==> config.mk <==
export PLATFORM = sky130hd
export DESIGN_NAME = csr_wr_sched
export DESIGN_NICKNAME = d
export VERILOG_FILES = /design/src/rtl/csr_wr_sched.sv
export SDC_FILE = /design/constraint.sdc
export NUM_CORES = 1
export LEC_CHECK = 0
export BUFFER_PORTS_ARGS = -buffer_cell sky130_fd_sc_hd__buf_2
export CAP_MARGIN = 15
export CORE_MARGIN = 1
export CORE_UTILIZATION = 60
export DETAILED_ROUTE_END_ITERATION = 7
export HOLD_SLACK_MARGIN = 0.12
export PLACE_DENSITY = 0.83
export SYNTH_ARGS = -nofsm -noshare
export SYNTH_HDL_FRONTEND = slang
export SYNTH_SLANG_ARGS = --single-unit
==> constraint.sdc <==
create_clock -name clk -period 16.3 [get_ports clk]
set_input_delay 2.445 -clock clk [delete_from_list [all_inputs] [get_ports clk]]
set_output_delay 2.445 -clock clk [all_outputs]
set_load 0.05 [all_outputs]
==> src/rtl/csr_wr_sched.sv <==
// Scheduler for the single CSR-file write port: in-order queue of retire-released writes
// plus the three-write trap sequence (mepc, mcause, mtval), with pending/RaW query.
module csr_wr_sched #(
  parameter int DEPTH = 4,
  parameter int ID_W  = 8,
  parameter int XLEN  = 64
) (
  input  logic            clk,
  input  logic            rst,
  input  logic            enq_valid,
  output logic            enq_ready,
  input  logic [ID_W-1:0] enq_id,
  input  logic [11:0]     enq_addr,
  input  logic [XLEN-1:0] enq_data,
  input  logic            retire_valid,
  input  logic [ID_W-1:0] retire_id,
  input  logic            flush,
  input  logic            trap_req,
  input  logic [XLEN-1:0] trap_mepc,
  input  logic [XLEN-1:0] trap_mcause,
  input  logic [XLEN-1:0] trap_mtval,
  output logic            trap_ack,
  input  logic [11:0]     query_addr,
  output logic            query_hit,
  output logic            pending,
  output logic            csr_wvalid,
  output logic [11:0]     csr_waddr,
  output logic [XLEN-1:0] csr_wdata
);

  localparam int PTR_W = $clog2(DEPTH);
  localparam int CNT_W = PTR_W + 1;

  typedef enum logic [1:0] {IDLE, W_EPC, W_CAUSE, W_TVAL} state_e;

  state_e             state_q, state_d;
  logic [PTR_W-1:0]   rd_ptr_q, rd_ptr_d, wr_ptr_q, wr_ptr_d;
  logic [CNT_W-1:0]   count_q, count_d;
  logic [DEPTH-1:0]   valid_q, valid_d;
  logic [XLEN-1:0]    epc_q, epc_d, cause_q, cause_d, tval_q, tval_d;

  logic [ID_W-1:0]    id_q   [DEPTH];
  logic [11:0]        addr_q [DEPTH];
  logic [XLEN-1:0]    data_q [DEPTH];

  logic busy, pop, enq_fire, trap_start, trap_wr;

  assign busy       = (state_q != IDLE);
  assign pop        = !rst && retire_valid && valid_q[rd_ptr_q] && (id_q[rd_ptr_q] == retire_id);
  assign enq_ready  = rst || ((count_q < CNT_W'(DEPTH)) && !busy && !flush);
  assign enq_fire   = !rst && enq_valid && enq_ready;
  assign trap_start = !rst && !busy && trap_req && (count_q == '0) && !pop;
  // A retiring queue write owns the port; the trap write slips one cycle.
  assign trap_wr    = !rst && busy && !pop;

  // State register
  // NOTE: sequential state uses non-blocking assignments so every flop samples pre-edge values.
  always_ff @(posedge clk) begin
    if (rst) begin
      state_q  <= IDLE;
      rd_ptr_q <= '0;
      wr_ptr_q <= '0;
      count_q  <= '0;
      valid_q  <= '0;
    end else begin
      state_q  <= state_d;
      rd_ptr_q <= rd_ptr_d;
      wr_ptr_q <= wr_ptr_d;
      count_q  <= count_d;
      valid_q  <= valid_d;
    end
  end

  // NOTE: payload storage is not reset; valid_q alone decides whether an entry is meaningful.
  always_ff @(posedge clk) begin
    epc_q   <= epc_d;
    cause_q <= cause_d;
    tval_q  <= tval_d;
    if (enq_fire) begin
      id_q[wr_ptr_q]   <= enq_id;
      addr_q[wr_ptr_q] <= enq_addr;
      data_q[wr_ptr_q] <= enq_data;
    end
  end

  // Next-state logic
  // NOTE: every always_comb output gets a default first so no path can infer a latch.
  always_comb begin
    state_d  = state_q;
    rd_ptr_d = rd_ptr_q;
    wr_ptr_d = wr_ptr_q;
    count_d  = count_q;
    valid_d  = valid_q;
    epc_d    = epc_q;
    cause_d  = cause_q;
    tval_d   = tval_q;

    unique case (state_q)
      IDLE:    if (trap_start) state_d = W_EPC;
      W_EPC:   if (trap_wr)    state_d = W_CAUSE;
      W_CAUSE: if (trap_wr)    state_d = W_TVAL;
      W_TVAL:  if (trap_wr)    state_d = IDLE;
      default:                 state_d = IDLE;
    endcase

    if (trap_start) begin
      epc_d   = trap_mepc;
      cause_d = trap_mcause;
      tval_d  = trap_mtval;
    end

    if (pop) begin
      valid_d[rd_ptr_q] = 1'b0;
      rd_ptr_d          = rd_ptr_q + 1'b1;
    end

    if (flush) begin
      valid_d  = '0;
      rd_ptr_d = '0;
      wr_ptr_d = '0;
      count_d  = '0;
    end else begin
      if (enq_fire) begin
        valid_d[wr_ptr_q] = 1'b1;
        wr_ptr_d          = wr_ptr_q + 1'b1;
      end
      count_d = count_q + CNT_W'(enq_fire) - CNT_W'(pop);
    end
  end

  // Output logic
  always_comb begin
    csr_wvalid = 1'b0;
    csr_waddr  = '0;
    csr_wdata  = '0;
    trap_ack   = 1'b0;
    query_hit  = 1'b0;
    pending    = !rst && ((count_q != '0) || busy);

    if (pop) begin
      csr_wvalid = 1'b1;
      csr_waddr  = addr_q[rd_ptr_q];
      csr_wdata  = data_q[rd_ptr_q];
    end else if (trap_wr) begin
      csr_wvalid = 1'b1;
      unique case (state_q)
        W_EPC:   begin csr_waddr = 12'h341; csr_wdata = epc_q;   end
        W_CAUSE: begin csr_waddr = 12'h342; csr_wdata = cause_q; end
        W_TVAL:  begin csr_waddr = 12'h343; csr_wdata = tval_q; trap_ack = 1'b1; end
        default: begin csr_waddr = '0;      csr_wdata = '0;      end
      endcase
    end

    for (int i = 0; i < DEPTH; i++) begin
      if (!rst && valid_q[i] && (addr_q[i] == query_addr)) query_hit = 1'b1;
    end
  end

endmodule

==> results of run 1 <==
==> metal layers <==
metal | global-route usage | vias to the layer above | part of all wire
met5 | 0 | - | 0.0013
met4 | 0.114 | 10 | 0.030
met3 | 0.0694 | 129 | 0.089
met2 | 0.490 | 690 | 0.52
met1 | 0.331 | 6261 | 0.36
li1 | - | 5389 | -
==> registers in the layout, summed over array words and instances, names as in the netlist, 3 cells and up, named ones only <==
name,count
data_q,256
cause_q,64
epc_q,64
tval_q,64
addr_q,48
id_q,32
valid_q,4
count_q,3
==> cell families (layout without fill, tap and decap cells) <==
| kind of cell | count (synthesis) | count (layout) | share of synthesized area |
|---|---|---|---|
| XOR/XNOR | 58 | 58 | 0.0238 |
| buffers and inverters | 90 | 507 | 0.0194 |
| other | 0 | 7 | 0 |
| adder cells (fa/ha/maj) | 16 | 16 | 0.00973 |
| AND/OR/NAND/NOR | 147 | 147 | 0.0383 |
| flip-flops | 543 | 543 | 0.757 |
| multiplexers | 89 | 89 | 0.0905 |
| AO/OA/AOI/OAI | 154 | 154 | 0.0612 |
==> layout make-up <==
class,count,area (sq um)
diodes,7,17.5
fillers,2063,9470
multi-input cells,464,4810
well taps,455,569
repair buffers,400,2050
flip-flops and latches,543,16200
inverters,12,45.0
clock inverters,25,241
clock buffers,70,1430
==> through the flow <==
step,std cells,util,hold slack (ps)
after floorplan,1097,-,459
after global placement,1874,0.679,494
after detailed placement,1874,0.679,508
after CTS,1969,0.727,527
after global routing,1974,0.728,552
final,1976,0.728,535
==> synth_stat cells, types with 8 or more instances <==
cell type	count	area share
a222oi_1	64	0.030
buf_2	12	0.0028
buf_6	8	0.0042
clkbuf_1	57	0.010
dfxtp_1	15	0.014
edfxtp_1	528	0.74
ha_1	15	0.0088
inv_1	12	0.0021
mux4_2	83	0.088
nand3_1	80	0.019
nor2_1	15	0.0026
nor4_1	8	0.0023
o31ai_1	67	0.024
xnor2_1	27	0.011
xor2_1	31	0.013
==> cell usage in the layout, fill, tap and decap left out, types with 3 or more instances in the layout <==
| cell type | netlist | layout |
|---|---|---|
| nor3_1 | 4 | 4 |
| a222oi_1 | 64 | 64 |
| nor2b_1 | 7 | 7 |
| nand3_1 | 80 | 80 |
| nor2_1 | 15 | 15 |
| ha_2 | 0 | 3 |
| buf_4 | 0 | 18 |
| and4_1 | 4 | 3 |
| diode_2 | 0 | 7 |
| mux4_2 | 83 | 83 |
| buf_2 | 12 | 382 |
| bufinv_16 | 0 | 4 |
| edfxtp_1 | 528 | 528 |
| xor2_1 | 31 | 31 |
| nor4_1 | 8 | 8 |
| clkinv_1 | 0 | 11 |
| ha_1 | 15 | 12 |
| clkbuf_16 | 0 | 54 |
| xnor2_1 | 27 | 27 |
| a31o_1 | 4 | 4 |
| clkinvlp_4 | 0 | 3 |
| nand4_1 | 5 | 5 |
| o21ai_1 | 3 | 3 |
| clkinv_2 | 0 | 5 |
| inv_1 | 12 | 12 |
| and2_4 | 0 | 4 |
| clkbuf_1 | 57 | 14 |
| o31ai_1 | 67 | 67 |
| mux2i_1 | 5 | 5 |
| nand2_1 | 5 | 5 |
| a21oi_1 | 3 | 3 |
| dfxtp_1 | 15 | 13 |
| o21ai_0 | 4 | 4 |
==> worst min-delay path by stage <==
| stage | from | endpoint | slack (ps) | cells after the start |
|---|---|---|---|---|
| 2_1_floorplan | valid_q[2] | valid_q[2] | 460 | 1 |
| 3_5_place_dp | valid_q[1] | valid_q[1] | 510 | 1 |
| 3_3_place_gp | valid_q[3] | valid_q[3] | 490 | 1 |
| 6_report | valid_q[3] | valid_q[3] | 530 | 1 |
| 4_1_cts | valid_q[3] | valid_q[3] | 530 | 1 |
| 5_1_grt | valid_q[3] | valid_q[3] | 550 | 1 |
==> worst max-delay path: cells and delay by family (launching register included) <==
family | cells | cell delay, ps
AO/OA/AOI/OAI | 1 | 220
XOR/XNOR | 1 | 200
buffers and inverters | 2 | 1120
flip-flops | 1 | 920
multiplexers | 1 | 640
AND/OR/NAND/NOR | 3 | 1490
==> power breakdown <==
part / internal (mW) / switching, mW
Combinational: 0.133 / 0.309
Clock: 0.679 / 0.496
Sequential: 1.63 / 0.0220
==> reports/summary.txt, run 1 <==
CP max stage delay -> 920 ps
Final ANT Viol Nets -> 0
Worst Setup EP -> csr_wdata[57]
Tcrit/Tclk final -> 0.472
status -> finished clean
Required @ worst endpoint -> 13860 ps
power per cell area -> 129 nW/um^2
reg-to-reg setup timing slack -> 10850 ps
grt ovf -> 0
GR Util All Layers -> 0.280
Fin. Hold Viols -> 0
initial antenna violation count -> 12
maximum vdd ir drop -> 0.000103 V
DRC -> 0
r2r worst-path depth -> 7
Die Y -> 191 microns
number of hold buffers added after CTS -> 0
clk_skew -> 19.1 ps
Post-Syn Nets -> 1415
type of element capturing the critical path -> primary output
Post-synth EDFFs -> 528
leakage power -> 8.70 nW
worst reg2reg endpoint -> epc_q[52]
Post-CTS Resized -> 0
total negative slack -> 0 ps
via count -> 12500
P&R area growth vs syn -> 18.7%
chip width -> 191 microns
final setup margin -> 8610 ps
Worst EP arrival -> 5250 ps
Seq/Total Area, Yosys -> 0.757
mapped cell area -> 21300 sq um
insertion delay to the later sink of the worst-skew pair -> 580 ps
RSZ-0062 raised after global routing -> false
min-delay worst type -> flop to flop
post-route cell area -> 25300 sq um
WL final -> 50.6 mm
Area after DPL -> 23600 sq um
Slew HR -> 0.205
min Tclk post-route -> 7690 ps
Syn Inst Count -> 1097
CTS buffer count -> 53
CTS sink cnt -> 543
Yosys reg bits -> 543
Top FF cell, synth -> edfxtp_1
I/O pin count -> 383
first-pass GRT wire length -> 74.5 mm
H-tree depth -> 2
CP Max Fanout -> 71
crit path kind -> flop to primary output
Final Wtd Congestion -> 0.852
Yosys cell types -> 47
DP HPWL -> 31.5 mm
DP Worst Slack -> 8850 ps
Initial DRT Pass Iterations -> 8
Initial DRC Count -> 1074
Clock transition at path regs -> 60 ps
via/cell ratio -> 6.32
fraction of layout cells with a size suffix above 1 -> 0.377
CTS tree -> built
row cnt -> 68
Synth Warn # -> 0
# Post-CTS Setup Buffers -> 0
async set-reset flop share out of synthesis -> 0
Max Cap Viol -> 0
Mean Syn Cell Area -> 19.5 sq um
final setup violation count -> 0
max-slew violation count -> 0
Fmax achieved -> 130 MHz
largest net degree at the start of global routing -> 79
CP cell instances -> buf_4, mux4_2, xnor2_1, nand3_1, or3_4, nor2_8, o31ai_1, buf_2
Buffers on Ports -> 382
Slew @ Worst Pin -> 1190 ps
vias in the first global route -> 13200
CP max-delay cell -> dfxtp_4
crit path launch type -> flop
die area -> 36300 sq um
Final #Nets -> 1792
maximum clock path buffer count -> 3
Root Buffer -> clkbuf_16
core area -> 34800 sq um
wire per inst -> 25.6 microns
Initial Utilization -> 0.613
Pwr Total -> 3.27 mW
Power figures use the tool's default switching activity.
==> inputs of run 2 (changes only) <==
--- a/config.mk
+++ b/config.mk
@@ -5,13 +5,14 @@
 export SDC_FILE = /design/constraint.sdc
 export NUM_CORES = 1
 export LEC_CHECK = 0
+export ABC_AREA = 1
 export BUFFER_PORTS_ARGS = -buffer_cell sky130_fd_sc_hd__buf_2
 export CAP_MARGIN = 15
 export CORE_MARGIN = 1
-export CORE_UTILIZATION = 60
+export CORE_UTILIZATION = 51
 export DETAILED_ROUTE_END_ITERATION = 7
 export HOLD_SLACK_MARGIN = 0.12
-export PLACE_DENSITY = 0.83
+export PLACE_DENSITY = 0.75
 export SYNTH_ARGS = -nofsm -noshare
 export SYNTH_HDL_FRONTEND = slang
 export SYNTH_SLANG_ARGS = --single-unit
==> constraint.sdc (replaced) <==
create_clock -name clk -period 6.9 [get_ports clk]
set_input_delay 1.035 -clock clk [delete_from_list [all_inputs] [get_ports clk]]
set_output_delay 1.035 -clock clk [all_outputs]
set_load 0.05 [all_outputs]
==> reports/summary.txt, run 2 <==
Initial DRT Pass Iterations -> 7 (-1)
Sequential Area -> 16200 sq um (unchanged)
Initial DRC Count -> 1328 (+24%)
Post-CTS Resized -> 0 (unchanged)
CTS tree -> built
commonest cells after routing, fill and taps aside -> 528 x edfxtp_1, 481 x nand2_1, 382 x buf_2
most common cell after layout, fill and taps aside -> edfxtp_1
Final #Nets -> 2460 (+37%)
hold path startpoint -> valid_q[2]
row cnt -> 75 (+10%)
largest family of logic cells by synthesized area -> simple AND/OR/NAND/NOR gates
Yosys cell types -> 39 (-17%)
wire per inst -> 19.3 microns (-25%)
maximum clock path buffer count -> 3 (unchanged)
final core utilization -> 0.615 (-0.113)
Post-synth EDFFs -> 528 (unchanged)
DP HPWL -> 32.8 mm (+4.4%)
Final Wtd Congestion -> 0.904 (+6.1%)
P&R area growth vs syn -> 18.5%
maximum vdd ir drop -> 0.000300 V (+190%)
chip width -> 209 microns (+9.6%)
mapped cell area -> 21800 sq um (+2.3%)
max-slew violation count -> 0 (unchanged)
Initial Utilization -> 0.519 (-0.0941)
post-synthesis simple-gate area fraction -> 0.139 (+0.101)
final setup violation count -> 0 (unchanged)
CTS buffer count -> 54 (+1.9%)
synth top area cells -> edfxtp_1 73%, nand2_1 8.3%, o21ai_0 3.6%
grt ovf -> 0 (unchanged)
crit path kind -> flop to primary output
RSZ-0062 raised after global routing -> false
first-pass GRT wire length -> 79.3 mm (+6.4%)
core area -> 42000 sq um (+21%)
CP Max Fanout -> 89 (+25%)
worst reg2reg endpoint -> count_q[2]
largest net degree at the start of global routing -> 132 (+67%)
total negative slack -> 0 ps (unchanged)
via/cell ratio -> 5.49 (-13%)
number of hold buffers added after CTS -> 0 (unchanged)
DP Worst Slack -> 2250 ps (-6600 ps)
initial antenna violation count -> 14 (+2)
Largest Register -> data_q
Yosys reg bits -> 543 (unchanged)
vias in the first global route -> 14800 (+12%)
status -> finished clean
insertion delay to the later sink of the worst-skew pair -> 590 ps (about the same)
Synth Warn # -> 0 (unchanged)
Buffers on Ports -> 382 (unchanged)
Max Cap Viol -> 0 (unchanged)
Seq/Total Area, Yosys -> 0.740 (-0.0168)
Synth top area share -> 0.727 (-0.0165)
Slew HR -> 0.298 (+0.0934)
clk_skew -> 6.89 ps (-12.2 ps)
H-tree depth -> 2 (unchanged)
I/O pin count -> 383 (unchanged)
Pwr Total -> 7.73 mW (+140%)
Post-Syn Nets -> 2094 (+48%)
Post-synth top cells -> 528 x edfxtp_1, 481 x nand2_1, 164 x nor2_1
worst hold slack -> 492 ps (-42.8 ps)
Mean Syn Cell Area -> 12.3 sq um (-37%)
min-delay worst type -> flop to flop
crit path launch type -> flop
GR Util All Layers -> 0.239 (-0.0410)
Die Y -> 209 microns (+9.6%)
adder-cell share of the synthesized area -> 0.00952 (-0.000217)
layout filler cell count -> 3227 (+56%)
min Tclk post-route -> 5160 ps
reg-to-reg setup timing slack -> 3110 ps (-7740 ps)
Slew @ Worst Pin -> 1050 ps (-140 ps)
Top FF cell, synth -> edfxtp_1
xor-xnor portion of the synthesized cell area -> 0.00722 (-0.0166)
Clock transition at path regs -> 60 ps (about the same)
Root Buffer -> clkbuf_16
Tcrit/Tclk final -> 0.748
power per cell area -> 299 nW/um^2 (+130%)
CTS sink cnt -> 543 (unchanged)
Fin. Hold Viols -> 0 (unchanged)
DRC -> 0 (unchanged)
Fmax achieved -> 194 MHz
die area -> 43600 sq um (+20%)
WL final -> 52.8 mm (+4.5%)
# Post-CTS Setup Buffers -> 0 (unchanged)
fraction of layout cells with a size suffix above 1 -> 0.227 (-0.150)
Syn Inst Count -> 1776 (+62%)
Synth Area in Compound Gates -> 0.0739 (+0.0127)
area leader, netlist -> edfxtp_1
Final ANT Viol Nets -> 0 (unchanged)
Largest register FFs -> 256 (unchanged)
Worst EP arrival -> 4120 ps (-1130 ps)
leakage power -> 9.99 nW (+15%)
r2r worst-path depth -> 18 (+11)
WHS Path Cells -> 2 (+1)
final setup margin -> 1740 ps (-6870 ps)
Required @ worst endpoint -> 5860 ps (-8000 ps)
Final Non-Filler Cells -> 2736 (+38%)
Inst Count DP -> 2625 (+40%)
async set-reset flop share out of synthesis -> 0 (unchanged)
type of element capturing the critical path -> primary output
top-count cell post-synth -> edfxtp_1
post-route cell area -> 25900 sq um (+2.1%)
Area after DPL -> 24200 sq um (+2.2%)
via count -> 15000 (+20%)
multiplexer share of the synthesized area -> 0 (-0.0905)
multi-input logic area -> 5030 sq um (+4.6%)
hold path endpoint -> valid_q[2]
## run 2: cell type report
type | count | share of cell area
Timing Repair Buffer | 401 | 0.0795
Clock inverter | 36 | 0.0101
Antenna cell | 11 | 0.00106
Tap cell | 539 | 0.0261
Sequential cell | 543 | 0.625
Clock buffer | 64 | 0.0545
Inverter | 57 | 0.00905
Multi-Input combinational cell | 1085 | 0.195
## run 2: worst max-delay path, stage by stage (launching register included)
cell and delay [ps]:
dfxtp_4 350, buf_4 640, nand2_1 120, nand3_1 160, nand3b_1 100, nand2_1 90, nor2_1 50, nand3_2 110
o21bai_2 120, nor2_4 640, buf_4 540, nand2_1 120, nand2_1 100, buf_2 260
## run 2: layer usage
metal,global-route usage,wire length [microns]
met2,0.392,25200
met3,0.0509,3940
met4,0.0943,1540
met1,0.312,22000
met5,0,69
## run 2: worst max path at each step
stage / start / to / slack [ps]
2_1_floorplan: rst / cause_q[0] / 1070
6_report: flop / csr_wdata[0] / 1740
5_1_grt: flop / csr_wdata[0] / 1450
3_5_place_dp: rst / csr_wdata[0] / 2250
3_3_place_gp: rst / csr_wdata[3] / 2390
4_1_cts: flop / csr_wdata[0] / 1690
## run 2: cell families (layout without fill, tap and decap cells)
family | after synthesis | in the layout
adder cells (fa/ha/maj) | 16 | 16
buffers and inverters | 148 | 558
AND/OR/NAND/NOR | 761 | 761
other | 0 | 11
AO/OA/AOI/OAI | 290 | 290
XOR/XNOR | 18 | 18
flip-flops | 543 | 543
## run 2: power by group
group	internal, mW	switching, mW	total [mW]
Combinational	0.285	0.798	1.08
Clock	1.57	1.20	2.76
Sequential	3.84	0.0466	3.89
